$ cat src/rtl/bus_timer_pkg.sv
// Shared constants for the bus_timer slave: register offsets, CTRL bit
// positions and the bus handshake state encoding.
package bus_timer_pkg;

    localparam logic [2:0] REG_CTRL     = 3'd0;
    localparam logic [2:0] REG_PRESCALE = 3'd1;
    localparam logic [2:0] REG_COUNT    = 3'd2;
    localparam logic [2:0] REG_COMPARE  = 3'd3;
    localparam logic [2:0] REG_STATUS   = 3'd4;

    localparam int CTRL_EN   = 0;
    localparam int CTRL_AR   = 1;
    localparam int CTRL_IE   = 2;
    localparam int CTRL_BITS = 3;

    typedef enum logic {
        ST_IDLE = 1'b0,
        ST_ACK  = 1'b1
    } bus_state_t;

endpackage

$ cat src/rtl/timer_prescaler.sv
// Programmable divider: tick fires once every prescale+1 enabled cycles.
module timer_prescaler #(
    parameter int unsigned PRESCALE_WIDTH = 16
) (
    input  logic                      clk,
    input  logic                      reset,
    input  logic                      enable,
    input  logic [PRESCALE_WIDTH-1:0] prescale,
    output logic                      tick
);

    logic [PRESCALE_WIDTH-1:0] r_pcnt;

    // ">=" also covers a prescale shrunk below the running count: wrap to 0, no tick.
    always_ff @(posedge clk) begin
        if (!reset) begin
            r_pcnt <= '0;
        end else if (!enable || (r_pcnt >= prescale)) begin
            r_pcnt <= '0;
        end else begin
            r_pcnt <= r_pcnt + 1'b1;
        end
    end

    assign tick = enable && (r_pcnt == prescale);

endmodule

$ cat src/rtl/bus_timer.sv
// Memory-mapped 32-bit timer/compare slave with a 4-phase read/write/response
// handshake: one access per request, response held until the request drops.
module bus_timer
    import bus_timer_pkg::*;
#(
    parameter int unsigned PRESCALE_WIDTH = 16,
    parameter logic [31:0] RESET_PRESCALE = 32'd0
) (
    input  logic        clk,
    input  logic        reset,
    input  logic        read,
    input  logic        write,
    input  logic [31:0] address,
    input  logic [31:0] write_data,
    output logic [31:0] read_data,
    output logic        response,
    output logic        irq
);

    logic [CTRL_BITS-1:0]      r_ctrl;
    logic [PRESCALE_WIDTH-1:0] r_prescale;
    logic [31:0]               r_count;
    logic [31:0]               r_compare;
    logic                      r_match;
    bus_state_t                r_state;
    logic                      r_response;
    logic [31:0]               r_read_data;

    logic [2:0]  w_idx;
    logic        w_wr;
    logic        w_wr_count;
    logic        w_tick;
    logic        w_hit;
    logic [31:0] w_rd_mux;
    logic        w_unused;

    assign w_idx      = address[4:2];
    assign w_wr       = (r_state == ST_IDLE) && write;
    assign w_wr_count = w_wr && (w_idx == REG_COUNT);
    // A bus load of COUNT swallows a coincident tick, including its compare.
    assign w_hit      = w_tick && !w_wr_count && (r_count == r_compare);
    assign w_unused   = ^{address[31:5], address[1:0]};

    timer_prescaler #(
        .PRESCALE_WIDTH(PRESCALE_WIDTH)
    ) u_prescaler (
        .clk     (clk),
        .reset   (reset),
        .enable  (r_ctrl[CTRL_EN]),
        .prescale(r_prescale),
        .tick    (w_tick)
    );

    always_comb begin
        w_rd_mux = '0;
        case (w_idx)
            REG_CTRL:     w_rd_mux = {{(32-CTRL_BITS){1'b0}}, r_ctrl};
            REG_PRESCALE: w_rd_mux = 32'(r_prescale);
            REG_COUNT:    w_rd_mux = r_count;
            REG_COMPARE:  w_rd_mux = r_compare;
            REG_STATUS:   w_rd_mux = {31'd0, r_match};
            default:      w_rd_mux = '0;
        endcase
    end

    always_ff @(posedge clk) begin
        if (!reset) begin
            r_ctrl     <= '0;
            r_prescale <= PRESCALE_WIDTH'(RESET_PRESCALE);
            r_count    <= '0;
            r_compare  <= '0;
            r_match    <= 1'b0;
        end else begin
            if (w_wr && (w_idx == REG_CTRL))     r_ctrl     <= write_data[CTRL_BITS-1:0];
            if (w_wr && (w_idx == REG_PRESCALE)) r_prescale <= write_data[PRESCALE_WIDTH-1:0];
            if (w_wr && (w_idx == REG_COMPARE))  r_compare  <= write_data;

            if (w_wr_count) begin
                r_count <= write_data;
            end else if (w_tick) begin
                r_count <= (w_hit && r_ctrl[CTRL_AR]) ? 32'd0 : r_count + 32'd1;
            end

            // A new match beats a simultaneous write-1-to-clear.
            if (w_hit) begin
                r_match <= 1'b1;
            end else if (w_wr && (w_idx == REG_STATUS) && write_data[0]) begin
                r_match <= 1'b0;
            end
        end
    end

    always_ff @(posedge clk) begin
        if (!reset) begin
            r_state     <= ST_IDLE;
            r_response  <= 1'b0;
            r_read_data <= '0;
        end else begin
            case (r_state)
                ST_IDLE: begin
                    if (read || write) begin
                        r_state     <= ST_ACK;
                        r_response  <= 1'b1;
                        r_read_data <= write ? 32'd0 : w_rd_mux;
                    end
                end
                ST_ACK: begin
                    if (!(read || write)) begin
                        r_state     <= ST_IDLE;
                        r_response  <= 1'b0;
                        r_read_data <= '0;
                    end
                end
                default: begin
                    r_state     <= ST_IDLE;
                    r_response  <= 1'b0;
                    r_read_data <= '0;
                end
            endcase
        end
    end

    assign read_data = r_read_data;
    assign response  = r_response;
    assign irq       = r_match & r_ctrl[CTRL_IE];

endmodule

$ cat config.mk
export PLATFORM = sky130hd
export DESIGN_NAME = bus_timer
export DESIGN_NICKNAME = d
export VERILOG_FILES = /design/src/rtl/bus_timer_pkg.sv /design/src/rtl/timer_prescaler.sv /design/src/rtl/bus_timer.sv
export SDC_FILE = /design/constraint.sdc
export NUM_CORES = 1
export LEC_CHECK = 0
export CAP_MARGIN = 0
export CORE_MARGIN = 1
export CORE_UTILIZATION = 30
export DETAILED_ROUTE_END_ITERATION = 10
export HOLD_SLACK_MARGIN = 0.1
export SYNTH_ARGS = -nofsm -noshare
export SYNTH_HDL_FRONTEND = slang
export SYNTH_SLANG_ARGS = --single-unit
$ cat constraint.sdc
create_clock -name clk -period 5.6 [get_ports clk]
set_input_delay 1.12 -clock clk [delete_from_list [all_inputs] [get_ports clk]]
set_output_delay 1.12 -clock clk [all_outputs]
set_load 0.02 [all_outputs]
==> results of run 1 <==
final timing paths:
path | endpoint | cells after the start
max | r_compare[12] | 7
max reg2reg | r_count[17] | 8
min reg2reg | read_data[0] | 2
min | read_data[0] | 2
per-stage QoR:
stage	cells	instance area [sq um]	total power, W	worst slack [ns]
2_1_floorplan	879	7510	0.00111	3.10
3_3_place_gp	1214	8370	0.00119	1.66
3_5_place_dp	1214	8370	0.00119	1.63
4_1_cts	1244	9000	0.00240	2.06
5_1_grt	1244	9000	0.00246	1.82
6_report	1244	9000	0.00238	2.08
cell families (layout without fill, tap and decap cells):
group | after synthesis | in the layout | synth area share
AOI/OAI and AO/OA | 209 | 209 | 0.200
and+or+nand+nor | 344 | 344 | 0.251
adders and majority gates | 18 | 18 | 0.0300
DFF | 134 | 134 | 0.357
xor gates and xnor gates | 63 | 63 | 0.0745
muxes | 24 | 24 | 0.0355
buffers and inverters | 87 | 128 | 0.0523
registers in the layout (all words and copies together) (netlist names):
| register | cells |
|---|---|
| r_compare | 32 |
| r_count | 32 |
| read_data | 32 |
| r_prescale | 16 |
| u_prescaler.r_pcnt | 16 |
| r_ctrl | 3 |
| r_match | 1 |
| r_state | 1 |
| response | 1 |
power by group:
group / leakage (nW) / internal, W / switching, W / total (W)
Clock: 0.308 / 0.000786 / 0.000429 / 0.00121
Sequential: 1.08 / 0.000965 / 0.0000154 / 0.000980
Combinational: 1.74 / 0.0000767 / 0.000111 / 0.000188
synth_stat cells (3+ instances only):
library cell,n
and2_1,26
a21boi_1,21
nor2b_1,49
and4_1,8
buf_2,30
clkbuf_1,30
and3_1,17
nand3_1,25
nand4_1,28
dfxtp_1,134
nor4_1,10
nand2_1,113
a21boi_0,38
nor2_1,21
a31oi_1,3
o21a_1,4
a21oi_1,6
inv_1,18
a22o_1,18
mux2i_1,21
xor2_1,30
and2b_1,3
a22oi_1,55
nor3_1,21
o211ai_1,9
o21ai_0,40
buf_6,3
ha_1,18
xnor2_1,32
buf_1,3
nor4_2,4
layout make-up:
class	count	area, sq um	area share
clock buffer	22	484	0.0538
clock inverter	8	146	0.0163
inverter	18	67.6	0.00750
multi-input combinational	658	4440	0.493
sequential	134	2680	0.298
tap	324	405	0.0450
timing repair buffer	80	776	0.0862
layer usage:
| metal | vias to the layer above | GRT usage | part of all wire |
|---|---|---|---|
| met3 | 22 | 0.0327 | 0.052 |
| li1 | 3186 | - | - |
| met2 | 172 | 0.275 | 0.47 |
| met4 | 0 | 0.0636 | 0.018 |
| met5 | - | 0 | 0 |
| met1 | 3124 | 0.230 | 0.47 |
worst max-delay path, delay by kind of cell:
family                 cells  cell delay (ns)
and+or+nand+nor            4             1.61
buffers and inverters      2             1.01
AOI/OAI and AO/OA          1             0.08
==> metrics.yaml, run 1 <==
synthesis:
  synth.area.top_cells: "dfxtp_1 (36%), nand2_1 (5.6%), a22oi_1 (5.5%)"
  ys.flop_type: "dfxtp_1"
  yosysUniqueCellTypes: 64
  synth_warnings: 0
  syn_avg_cell_area_sq_um: 8.54
  syn-num-nets: 965
  async_flop_share: 0
  synth.top_cell.area_share: 0.357
  synth.largest_area_cell: "dfxtp_1"
  syn_area_sq_um: 7510
  yosysSeqAreaShare: 0.357
  synth_edf_count: 0
  synth_cells: 879
  synth-seq-cells: 134
worst_setup_path:
  path_class: "in -> reg"
  cp-end-kind: "flop"
  start_kind: "input pin"
  cp_common_cell: "nand2_1"
  r2r_slack_ns: 2.85
  crit_fanout: 17
  path_cells: "clkdlybuf4s50_1 > nor2b_1 > and2_1 > nand2_1 > buf_4 > nand2_1 > a21boi_0"
  required_ns: 5.91
  slowest_delay_ns: 0.65
  cp_data_arrival_time_ns: 3.84
  cpMaxStageDelayCell: "and2_1"
  regToRegStartpoint: "r_prescale[9]"
  cp-startpoint: "address[4]"
outcome:
  status: "complete, no violations"
cells_and_area:
  layout.nets: 995
  layout_common_cells: "dfxtp_1 (134), nand2_1 (113), clkdlybuf4s50_1 (71), a22oi_1 (55), nor2b_1 (49)"
  layout-drive-gt1-share: 0.0674
  n_antenna_cell: 0
  syn2layout_area_growth_pct: 19.9
  final_common_cell: "dfxtp_1"
  fin_util: 0.368
  nFillCells: 2504
floorplan:
  die_y_um: 160
  die_area_sq_um: 25700
  fp-row-count: 57
  io_pins: 102
  coreArea_sq_um: 24500
  die_w_um: 160
  start_util: 0.307
clock_tree:
  post_cts_resized: 0
  cts.sinks: 134
  cts_buffers: 17
  cts_setup_buffers: 0
  ctsHoldBuffers: 0
  cts_max_path_buffers: 2
  root_buffer: "clkbuf_16"
  tritoncts: "yes"
  h-tree-depth: 4
  insertion_delay_ns: 0.44
  clk_pin_slew_ns: 0.06
timing:
  setup_viol: 0
  fin_skew_ns: 0.0156
  fin_setup_tns_ns: 0
  rsz0062_at_grt: "false"
  tightest_slew_ns: 1.28
  slew_headroom: 0.147
  holdWs_ns: 0.470
  fmaxAchievable_ghz: 0.284
  finalHoldViolations: 0
  finalMaxSlewViolations: 0
  min_period_over_period: 0.629
  fin_crit_ns: 3.52
placed_design:
  gp_congestion: 0.893
  io_buffer_count: 72
  dp_hpwl_um: 15200
detailed_routing:
  wire_per_inst_um: 17.4
  drtIter0Drc: 444
  drt-pass1-iter-count: 5
  drt_wl_total_um: 21700
  route.vias.total: 6504
  post_drt_via_cell_ratio: 5.23
  antenna_left: 0
  route.detailed.drc: 0
min_path:
  hold_path.class: "reg -> reg"
  min-delay-start: "read_data[0]"
power_and_ir_drop:
  irDropWorstVdd_mv: 0.215
  pwr_density_cell_nw_per_um2: 265
  leakagePower_nw: 3.13
grt:
  grt_util_all_layers: 0.172
  grt_pass1_wl_um: 34600
  overflow: 0
  antenna_found_initial: 0
  grt_pass1_vias: 6052
  grt_max_degree: 119
flow_run:
  maxCapViolations: 0
(Power assumes the default switching activity.)
==> run 2, diff against run 1 <==
==> constraint.sdc (replaced) <==
create_clock -name clk -period 2.8 [get_ports clk]
set_input_delay 0.56 -clock clk [delete_from_list [all_inputs] [get_ports clk]]
set_output_delay 0.56 -clock clk [all_outputs]
set_load 0.02 [all_outputs]
==> run 2 against run 1 <==
Sequential power is 100% higher. Flip-flop and latch count unchanged. Non-clock buffer count grew 20. Power up 87%. First-iteration DRC count is 9.0% higher. Cell count is 1.7% higher. Global-route usage is 0.46 points higher. Largest cell class unchanged. Largest power group unchanged.
==> metrics.yaml, run 2 (synthesis results as in run 1) <==
timing:
  min_period_over_period: 0.926
  setup_viol: 0
  slew_headroom: 0.309
  rsz0062_at_grt: "false"
  setup_ws_ns: 0.207
  fin_crit_ns: 2.59
  fin_setup_tns_ns: 0
  fmaxAchievable_ghz: 0.386
  finalHoldViolations: 0
  finalMaxSlewViolations: 0
  fin_skew_ns: 0.00864
  tightest_slew_ns: 1.04
detailed_routing:
  drt_wl_total_um: 22200
  drtIter0Drc: 484
  drt-pass1-iter-count: 5
  route.detailed.drc: 0
  post_drt_via_cell_ratio: 5.30
  antenna_left: 0
  route.vias.total: 6707
  wire_per_inst_um: 17.5
worst_setup_path:
  r2r_slack_ns: 0.21
  path_class: "reg -> reg"
  crit_fanout: 13
  reg2regPathDepth: 8
  cp-end-kind: "flop"
  start_kind: "flop"
  required_ns: 3.15
  regToRegStartpoint: "r_prescale[9]"
  cp_data_arrival_time_ns: 2.94
  worstReg2RegEnd: "r_match"
cells_and_area:
  layout.nets: 1015
  layout-drive-gt1-share: 0.0871
  final_common_cell: "dfxtp_1"
  n_antenna_cell: 0
  syn2layout_area_growth_pct: 20.9
  layout_common_cells: "dfxtp_1 (134), nand2_1 (113), clkdlybuf4s50_1 (71), a22oi_1 (55), nor2b_1 (49)"
floorplan:
  die_area_sq_um: 25700
  die_y_um: 160
  start_util: 0.307
  io_pins: 102
  die_w_um: 160
  coreArea_sq_um: 24500
  fp-row-count: 57
clock_tree:
  root_buffer: "clkbuf_16"
  tritoncts: "yes"
  cts_max_path_buffers: 2
  h-tree-depth: 4
  cts_setup_buffers: 0
  cts_buffers: 17
  insertion_delay_ns: 0.43
  post_cts_resized: 0
  clk_pin_slew_ns: 0.06
  ctsHoldBuffers: 0
  cts.sinks: 134
placed_design:
  dp_hpwl_um: 15700
  pre_cts_ws_ns: 0.0954
  gp_congestion: 0.906
  io_buffer_count: 72
grt:
  grt_util_all_layers: 0.177
  grt_pass1_wl_um: 35900
  grt_max_degree: 119
  grt_pass1_vias: 6496
  antenna_found_initial: 0
  overflow: 0
power_and_ir_drop:
  total_power_w: 0.00445
  leakagePower_nw: 3.19
  pwr_density_cell_nw_per_um2: 491
  irDropWorstVdd_mv: 0.422
outcome:
  status: "complete, no violations"
min_path:
  holdPathEnd: "read_data[0]"
  hold_depth: 2
  hold_path.class: "reg -> reg"
  min-delay-start: "read_data[0]"
flow_run:
  maxCapViolations: 0
run 2: changes by cell type in the layout (fill, tap and decap cells not counted), moves of 2 or more:
cell       change
clkbuf_8       -2
clkinv_2       +3
clkbuf_1       +2
buf_4         +19
bufinv_16      -3
run 2: power by group:
part           internal (W)  switching [W]
Sequential          0.00193      0.0000289
Clock               0.00125       0.000847
Combinational      0.000168       0.000228
run 2: final cells by class:
cell class,count,area (sq um)
Inverter,18,67.6
Timing Repair Buffer,100,938
Tap cell,324,405
Sequential cell,134,2680
Clock buffer,22,464
Fill cell,2517,15400
Clock inverter,9,78.8
Multi-Input combinational cell,658,4450
run 2: worst max-delay path by stage:
stage | start | to | slack, ns | depth (start not counted)
final | r_prescale[9] | r_match | 0.21 | 8
after global routing | r_prescale[10] | r_match | 0.08 | 8
after CTS | r_prescale[2] | u_prescaler.r_pcnt[9] | 0.20 | 8
after floorplan | r_prescale[9] | r_count[0] | 0.84 | 8
after global placement | address[2] | read_data[14] | 0.11 | 6
after detailed placement | address[2] | read_data[14] | 0.1 | 6
run 2: routing by layer:
| metal | vias up | GRT usage | wire length (um) |
|---|---|---|---|
| li1 | 3232 | - | - |
| met1 | 3266 | 0.235 | 10200 |
| met2 | 177 | 0.286 | 10400 |
| met3 | 32 | 0.0309 | 1070 |
| met4 | 0 | 0.0636 | 449 |
| met5 | - | 0 | 0 |
run 2: stage by stage:
stage,hold slack [ns],utilization,instance area [sq um],cells
2_1_floorplan,0.455,-,7510,879
3_3_place_gp,0.465,0.349,8540,1234
3_5_place_dp,0.475,0.349,8540,1234
4_1_cts,0.482,0.371,9080,1265
5_1_grt,0.514,0.371,9080,1265
6_report,0.486,0.371,9080,1265
run 2: critical path: stages, from the launching register on:
cell      delay [ns]
dfxtp_1         0.33
inv_1           0.08
ha_1            0.30
nand4_1         0.21
nor2_1          0.33
and4_1          0.62
buf_4           0.24
nand4_1         0.19
a21boi_0        0.22
